`config.mk`:
```
export PLATFORM = sky130hd
export DESIGN_NAME = uart_rx_flat
export DESIGN_NICKNAME = d
export VERILOG_FILES = /design/src/rtl/uart_rx_if.sv /design/src/rtl/uart_rx.sv /design/src/flat_wrapper.sv
export SDC_FILE = /design/constraint.sdc
export NUM_CORES = 1
export LEC_CHECK = 0
export ABC_CLOCK_PERIOD_IN_PS = 3300
export BUFFER_PORTS_ARGS = -buffer_cell sky130_fd_sc_hd__buf_2
export CORE_AREA = 2 2 86 88
export CTS_BUF_LIST = sky130_fd_sc_hd__clkbuf_4 sky130_fd_sc_hd__clkbuf_8
export DETAILED_ROUTE_END_ITERATION = 16
export DIE_AREA = 0 0 88 90
export PLACE_DENSITY = 0.45
export SYNTH_ARGS = -nofsm -noshare
export SYNTH_HDL_FRONTEND = slang
export SYNTH_SLANG_ARGS = --single-unit
```
`constraint.sdc`:
```
create_clock -name clk -period 3.3 [get_ports clk]
set_input_delay 0.495 -clock clk [delete_from_list [all_inputs] [get_ports clk]]
set_output_delay 0.495 -clock clk [all_outputs]
set_load 0.03 [all_outputs]
```
`src/rtl/uart_rx_if.sv`:
```
// Consumer-side bundle of the 8N1 UART receiver: received byte, status pulses and the pop strobe.
// The receiver drives the master modport; the consuming logic uses the slave modport.
interface uart_rx_if;
  logic [7:0] data;
  logic       dataValid;
  logic       dataRead;
  logic       framingError;
  logic       overrun;
  logic       busy;

  modport master (
    output data,
    output dataValid,
    output framingError,
    output overrun,
    output busy,
    input  dataRead
  );

  modport slave (
    input  data,
    input  dataValid,
    input  framingError,
    input  overrun,
    input  busy,
    output dataRead
  );
endinterface

```
`src/rtl/uart_rx.sv`:
```
// 8N1 UART receiver: 16x oversampling from a fractional accumulator, 2-FF input synchroniser,
// 3-sample majority vote per bit, start/stop validation and a one-entry output buffer.
module uart_rx #(
  parameter int unsigned CLK_FREQ           = 50000000,
  parameter int unsigned BAUD               = 9600,
  parameter int unsigned BAUD_GEN_ACC_WIDTH = 16
) (
  input  logic       clk,
  input  logic       reset,
  input  logic       rx,
  uart_rx_if.master  bus
);

  localparam int unsigned W = BAUD_GEN_ACC_WIDTH;
  // round(BAUD*16*2^W / CLK_FREQ), evaluated in 64 bits to avoid overflow.
  localparam logic [63:0] INC_WIDE =
    ((64'(BAUD) << (W + 4)) + 64'(CLK_FREQ / 2)) / 64'(CLK_FREQ);
  localparam logic [W:0] BAUD_GEN_INC = INC_WIDE[W:0];

  localparam logic [2:0] ST_IDLE  = 3'd0;
  localparam logic [2:0] ST_START = 3'd1;
  localparam logic [2:0] ST_DATA  = 3'd2;
  localparam logic [2:0] ST_STOP  = 3'd3;
  localparam logic [2:0] ST_BREAK = 3'd4;

  function automatic logic majority3(input logic a, input logic b, input logic c);
    return (a & b) | (a & c) | (b & c);
  endfunction

  logic [W:0] acc_q, acc_d;
  logic [1:0] sync_q, sync_d;
  logic [2:0] state_q, state_d;
  logic [3:0] tick_cnt_q, tick_cnt_d;
  logic [2:0] bit_cnt_q, bit_cnt_d;
  logic [1:0] samp_q, samp_d;
  logic [7:0] shift_q, shift_d;
  logic [7:0] data_q, data_d;
  logic       data_valid_q, data_valid_d;
  logic       framing_error_q, framing_error_d;
  logic       overrun_q, overrun_d;

  logic tick;
  logic rxs;
  logic vote_now;
  logic wrap;
  logic vote;

  assign tick     = acc_q[W];
  assign rxs      = sync_q[1];
  assign vote_now = tick && (tick_cnt_q == 4'd9);
  assign wrap     = tick && (tick_cnt_q == 4'd15);
  assign vote     = majority3(samp_q[0], samp_q[1], rxs);

  always_comb begin
    acc_d           = {1'b0, acc_q[W-1:0]} + BAUD_GEN_INC;
    sync_d          = {sync_q[0], rx};
    state_d         = state_q;
    tick_cnt_d      = tick ? tick_cnt_q + 4'd1 : tick_cnt_q;
    bit_cnt_d       = bit_cnt_q;
    samp_d          = samp_q;
    shift_d         = shift_q;
    data_d          = data_q;
    data_valid_d    = data_valid_q & ~bus.dataRead;
    framing_error_d = 1'b0;
    overrun_d       = 1'b0;

    // Mid-bit samples on ticks 7 and 8; the third sample is rxs itself at tick 9.
    if (tick && (tick_cnt_q == 4'd7)) samp_d[0] = rxs;
    if (tick && (tick_cnt_q == 4'd8)) samp_d[1] = rxs;

    case (state_q)
      ST_IDLE: begin
        tick_cnt_d = 4'd0;
        bit_cnt_d  = 3'd0;
        if (!rxs) state_d = ST_START;
      end
      ST_START: begin
        if (vote_now && vote) begin
          state_d = ST_IDLE;
        end else if (wrap) begin
          state_d   = ST_DATA;
          bit_cnt_d = 3'd0;
        end
      end
      ST_DATA: begin
        if (vote_now) shift_d = {vote, shift_q[7:1]};
        if (wrap) begin
          if (bit_cnt_q == 3'd7) state_d = ST_STOP;
          else                   bit_cnt_d = bit_cnt_q + 3'd1;
        end
      end
      ST_STOP: begin
        // Leave at mid stop bit so a back-to-back start edge is not missed.
        if (vote_now) begin
          if (vote) begin
            data_d       = shift_q;
            data_valid_d = 1'b1;
            overrun_d    = data_valid_q & ~bus.dataRead;
            state_d      = ST_IDLE;
          end else begin
            framing_error_d = 1'b1;
            state_d         = ST_BREAK;
          end
        end
      end
      ST_BREAK: begin
        if (rxs) state_d = ST_IDLE;
      end
      default: state_d = ST_IDLE;
    endcase
  end

  always_ff @(posedge clk) begin
    if (reset) begin
      acc_q           <= '0;
      sync_q          <= 2'b11;
      state_q         <= ST_IDLE;
      tick_cnt_q      <= 4'd0;
      bit_cnt_q       <= 3'd0;
      samp_q          <= 2'b11;
      shift_q         <= 8'd0;
      data_q          <= 8'd0;
      data_valid_q    <= 1'b0;
      framing_error_q <= 1'b0;
      overrun_q       <= 1'b0;
    end else begin
      acc_q           <= acc_d;
      sync_q          <= sync_d;
      state_q         <= state_d;
      tick_cnt_q      <= tick_cnt_d;
      bit_cnt_q       <= bit_cnt_d;
      samp_q          <= samp_d;
      shift_q         <= shift_d;
      data_q          <= data_d;
      data_valid_q    <= data_valid_d;
      framing_error_q <= framing_error_d;
      overrun_q       <= overrun_d;
    end
  end

  assign bus.data         = data_q;
  assign bus.dataValid    = data_valid_q;
  assign bus.framingError = framing_error_q;
  assign bus.overrun      = overrun_q;
  assign bus.busy         = (state_q != ST_IDLE);

endmodule
```
`src/flat_wrapper.sv`:
```
// flat-port wrapper written by rule: the top's interface ports become plain ports
module uart_rx_flat 
#(
  parameter int unsigned CLK_FREQ           = 50000000,
  parameter int unsigned BAUD               = 9600,
  parameter int unsigned BAUD_GEN_ACC_WIDTH = 16
)
  (clk, reset, rx, bus_data, bus_dataValid, bus_framingError, bus_overrun, bus_busy, bus_dataRead);
  uart_rx_if bus_i ();
  input  logic clk;
  input  logic reset;
  input  logic rx;
  output wire logic [$bits(bus_i.data)-1:0] bus_data;
  output wire logic [$bits(bus_i.dataValid)-1:0] bus_dataValid;
  output wire logic [$bits(bus_i.framingError)-1:0] bus_framingError;
  output wire logic [$bits(bus_i.overrun)-1:0] bus_overrun;
  output wire logic [$bits(bus_i.busy)-1:0] bus_busy;
  input wire logic [$bits(bus_i.dataRead)-1:0] bus_dataRead;
  assign bus_data = bus_i.data;
  assign bus_dataValid = bus_i.dataValid;
  assign bus_framingError = bus_i.framingError;
  assign bus_overrun = bus_i.overrun;
  assign bus_busy = bus_i.busy;
  assign bus_i.dataRead = bus_dataRead;
  uart_rx #(.CLK_FREQ(CLK_FREQ), .BAUD(BAUD), .BAUD_GEN_ACC_WIDTH(BAUD_GEN_ACC_WIDTH)) u_core (.clk(clk), .reset(reset), .rx(rx), .bus(bus_i));
endmodule
```
==> results by group <==
Cells and area
  • Antenna diodes: 0
  • Most frequent cells in the layout: dfxtp_1, nor2_1, mux2i_1
  • Commonest non-fill, non-tap cell in the layout: dfxtp_1
  • Non-Filler Instances: approximately 330
  • Filler instances: 733
  • Post-route cell area: roughly 0.0023 mm2
  • Area delta synth->final: 14.81%
  • Layout cells sized above 1: 13.60%
  • Nets@finish: 237

Timing
  • Measured slew at the worst slew-check pin: 0.6489 ns
  • Final hold vios: 0
  • Highest Clock Rate: about 520 MHz
  • Final Cycle Share: between 50% and 60%
  • Final Setup Violations: 0
  • Post-Route Skew: 0.005645 ns
  • RSZ-0062 raised after global routing: false
  • Hold_ws: 0.3714 ns
  • Final setup TNS: 0 ns
  • Relative slew slack: 56.61%
  • Pins Over Slew Limit: 0
  • Final critical-path required period: 1.923 ns

Pwr
  • Leakage: 0.9174 nW
  • Peak supply drop: 0.2179 mV
  • PwrDens: about 520 mW/mm2

Clock network
  • CTS sink cnt: 50
  • TritonCTS clock tree: done
  • Cts hold-fix bufs: 0
  • CTS Root Cell: clkbuf_8
  • Setup bufs post-CTS: 0
  • Post-CTS sizing: 0
  • Reg clk slew, reported paths: approximately 0.090 ns
  • Worst skew pair latency: about 0.30 ns
  • Num CTS Buffers: 5
  • Max H-tree Level: 2
  • CTS Buffer Depth: 2

Setup path
  • Crit-path max FO: 10
  • Reg2reg end: u_core.bus.data[3]$_SDFFE_PP0P_
  • Worst reg2reg path startpoint: u_core.tick_cnt_q[0]$_SDFFE_PP0P_
  • Worst path arrival time: ~2.1 ns
  • Worst Path Required: approximately 3.5 ns
  • Worst Reg-to-Reg Cells: 5
  • CP Launch Type: flip-flop
  • Setup CP Type: reg2reg
  • Reg2Reg Setup Slack: 1.38 ns
  • Crit path capture type: flip-flop

Global routing
  • First-pass GRT wire length: approximately 6500 um
  • Gr usage total: 10.41%
  • Total grt overflow: 0
  • Vias in the first global route: roughly 1400
  • Largest net degree at the start of global routing: 37
  • Initial antenna violation count: 0

Drt
  • Via count: 1482
  • DR pass1 iterations: 4
  • Number of vias per cell: 4.532
  • WL per Instance: about 11 um
  • Routed WL: 3717 um
  • Drc violations: 0
  • Antenna viol nets, final: 0
  • DRC violation total after the first TritonRoute iteration: between 50 and 60

Flow run
  • Maxcap violations: 0

Floorplan
  • Die H: 90 um
  • Row count: 31
  • Die ar.: a little under 0.008 mm2
  • Top-Level Pins: 16
  • Initial core utilization: 29.00%
  • Chip Width: 88 um
  • Core area: 0.007020 mm2

Synth
  • Yosys cell types: 38
  • Area leader, netlist: dfxtp_1
  • Seq cells post-synth: 50
  • Async SR Flop Fraction: 0%
  • Main synth FF type: dfxtp_1
  • Mapped Area: 0.002036 mm2
  • Synthesized netlist cell count: approximately 210
  • Ys Warns: 0
  • Seq/Total Area, Yosys: about half
  • Net Count, Synth: 224
  • Post-synth EDFFs: 0
  • Synth area leaders: dfxtp_1, mux2i_1, nor2_1, a21oi_1, ha_1
  • Avg Cell Area, Syn: 9.513 um2
  • Area share of the largest cell type after synthesis: 49.17%

Placed design
  • Area after DPL: 0.002195 mm2
  • Dpl hpwl: 2528 um
  • Dpl cells: 319
  • Buffers added on ports: 15
  • GP Congestion: ~0.67

Min path
  • Hold EP: u_core.sync_q[0]$_SDFF_PP1_
  • Hold Path Depth: 2
  • Worst hold path class: in2reg
  • Worst Hold Launch: rx

Status
  • Status: finished clean
registers in the layout, indices dropped and copies added (netlist names):
signal,cells
u_core.tick_cnt_q,4
u_core.state_q,3
u_core.bus.framingError,1
u_core.bus.data,8
u_core.bit_cnt_q,3
u_core.shift_q,8
u_core.sync_q,2
u_core.samp_q,2
u_core.bus.dataValid,1
u_core.acc_q,17
u_core.bus.overrun,1
cells in the mapped netlist (5+ instances only):
master and number:
a21oi_1 15, clkbuf_1 7, dfxtp_1 50, ha_1 6, inv_1 5, mux2i_1 17, nand2_1 10, nor2_1 35
o21ai_0 9, or3_1 6, xor2_1 6
final cells by class:
class                      instances  area [um2]  share of cell area (%)
clock inverter                     2       60.06                   2.570
sequential                        50        1001                   42.83
multi-input combinational        149       968.4                   41.43
inverter                           5       18.77                  0.8030
clock buffer                       6       82.58                   3.533
tap                               99       123.9                   5.300
timing repair buffer              16       82.58                   3.533
layer usage:
layer | vias up | share of wire [%] | global-route usage [%]
met2 | 15 | 43 | 15.03
li1 | 767 | - | -
met3 | 5 | 2.7 | 2.755
met5 | - | 0 | 0
met1 | 695 | 53 | 14.26
met4 | 0 | 1.7 | 5.000
where the power goes:
| group | total [W] | internal [W] | leakage, nW | switching [W] |
|---|---|---|---|---|
| registers | 0.000635 | 0.000619 | 0.406 | 0.0000168 |
| clock network | 0.000526 | 0.000323 | 0.0714 | 0.000203 |
| logic | 0.0000573 | 0.0000232 | 0.440 | 0.0000341 |
logic make-up (layout without fill, tap and decap cells):
kind of cell | count (synthesis) | after routing | share of synthesized area (%)
multiplexers | 17 | 17 | 8.359
flip-flops | 50 | 50 | 49.17
buffers and inverters | 15 | 29 | 3.258
AO/OA/AOI/OAI | 36 | 36 | 10.88
XOR/XNOR | 9 | 9 | 3.872
AND/OR/NAND/NOR | 80 | 80 | 20.28
adder cells (fa/ha/maj) | 7 | 7 | 4.179
worst max-delay path: stages, from the launching register on:
cell	delay [ns]
dfxtp_1	0.43
ha_1	0.17
and4b_2	0.27
nand4_1	0.53
mux2i_1	0.33
nor2_1	0.06
stage by stage:
stage / setup WS, ns / utilization (%) / total power, W
2_1_floorplan: 1.594 / - / 0.0006919
3_3_place_gp: 1.445 / 31.26 / 0.0007072
3_5_place_dp: 1.374 / 31.26 / 0.0007081
4_1_cts: 1.356 / 33.29 / 0.001239
5_1_grt: 1.207 / 33.29 / 0.001272
6_report: 1.377 / 33.29 / 0.001219
worst max-delay path by stage:
stage | slack, ns | cells after the start | end | from
2_1_floorplan | 1.59 | 6 | u_core.bit_cnt_q[1]$_SDFFE_PP0P_ | u_core.bit_cnt_q[0]$_SDFFE_PP0P_
3_5_place_dp | 1.37 | 5 | u_core.bus.data[3]$_SDFFE_PP0P_ | u_core.tick_cnt_q[0]$_SDFFE_PP0P_
3_3_place_gp | 1.45 | 5 | u_core.bus.data[3]$_SDFFE_PP0P_ | u_core.tick_cnt_q[0]$_SDFFE_PP0P_
4_1_cts | 1.36 | 5 | u_core.bus.data[3]$_SDFFE_PP0P_ | u_core.tick_cnt_q[0]$_SDFFE_PP0P_
5_1_grt | 1.21 | 5 | u_core.bus.data[0]$_SDFFE_PP0P_ | u_core.tick_cnt_q[0]$_SDFFE_PP0P_
6_report | 1.38 | 5 | u_core.bus.data[3]$_SDFFE_PP0P_ | u_core.tick_cnt_q[0]$_SDFFE_PP0P_
No activity file was read; power rests on OpenSTA's default activity.
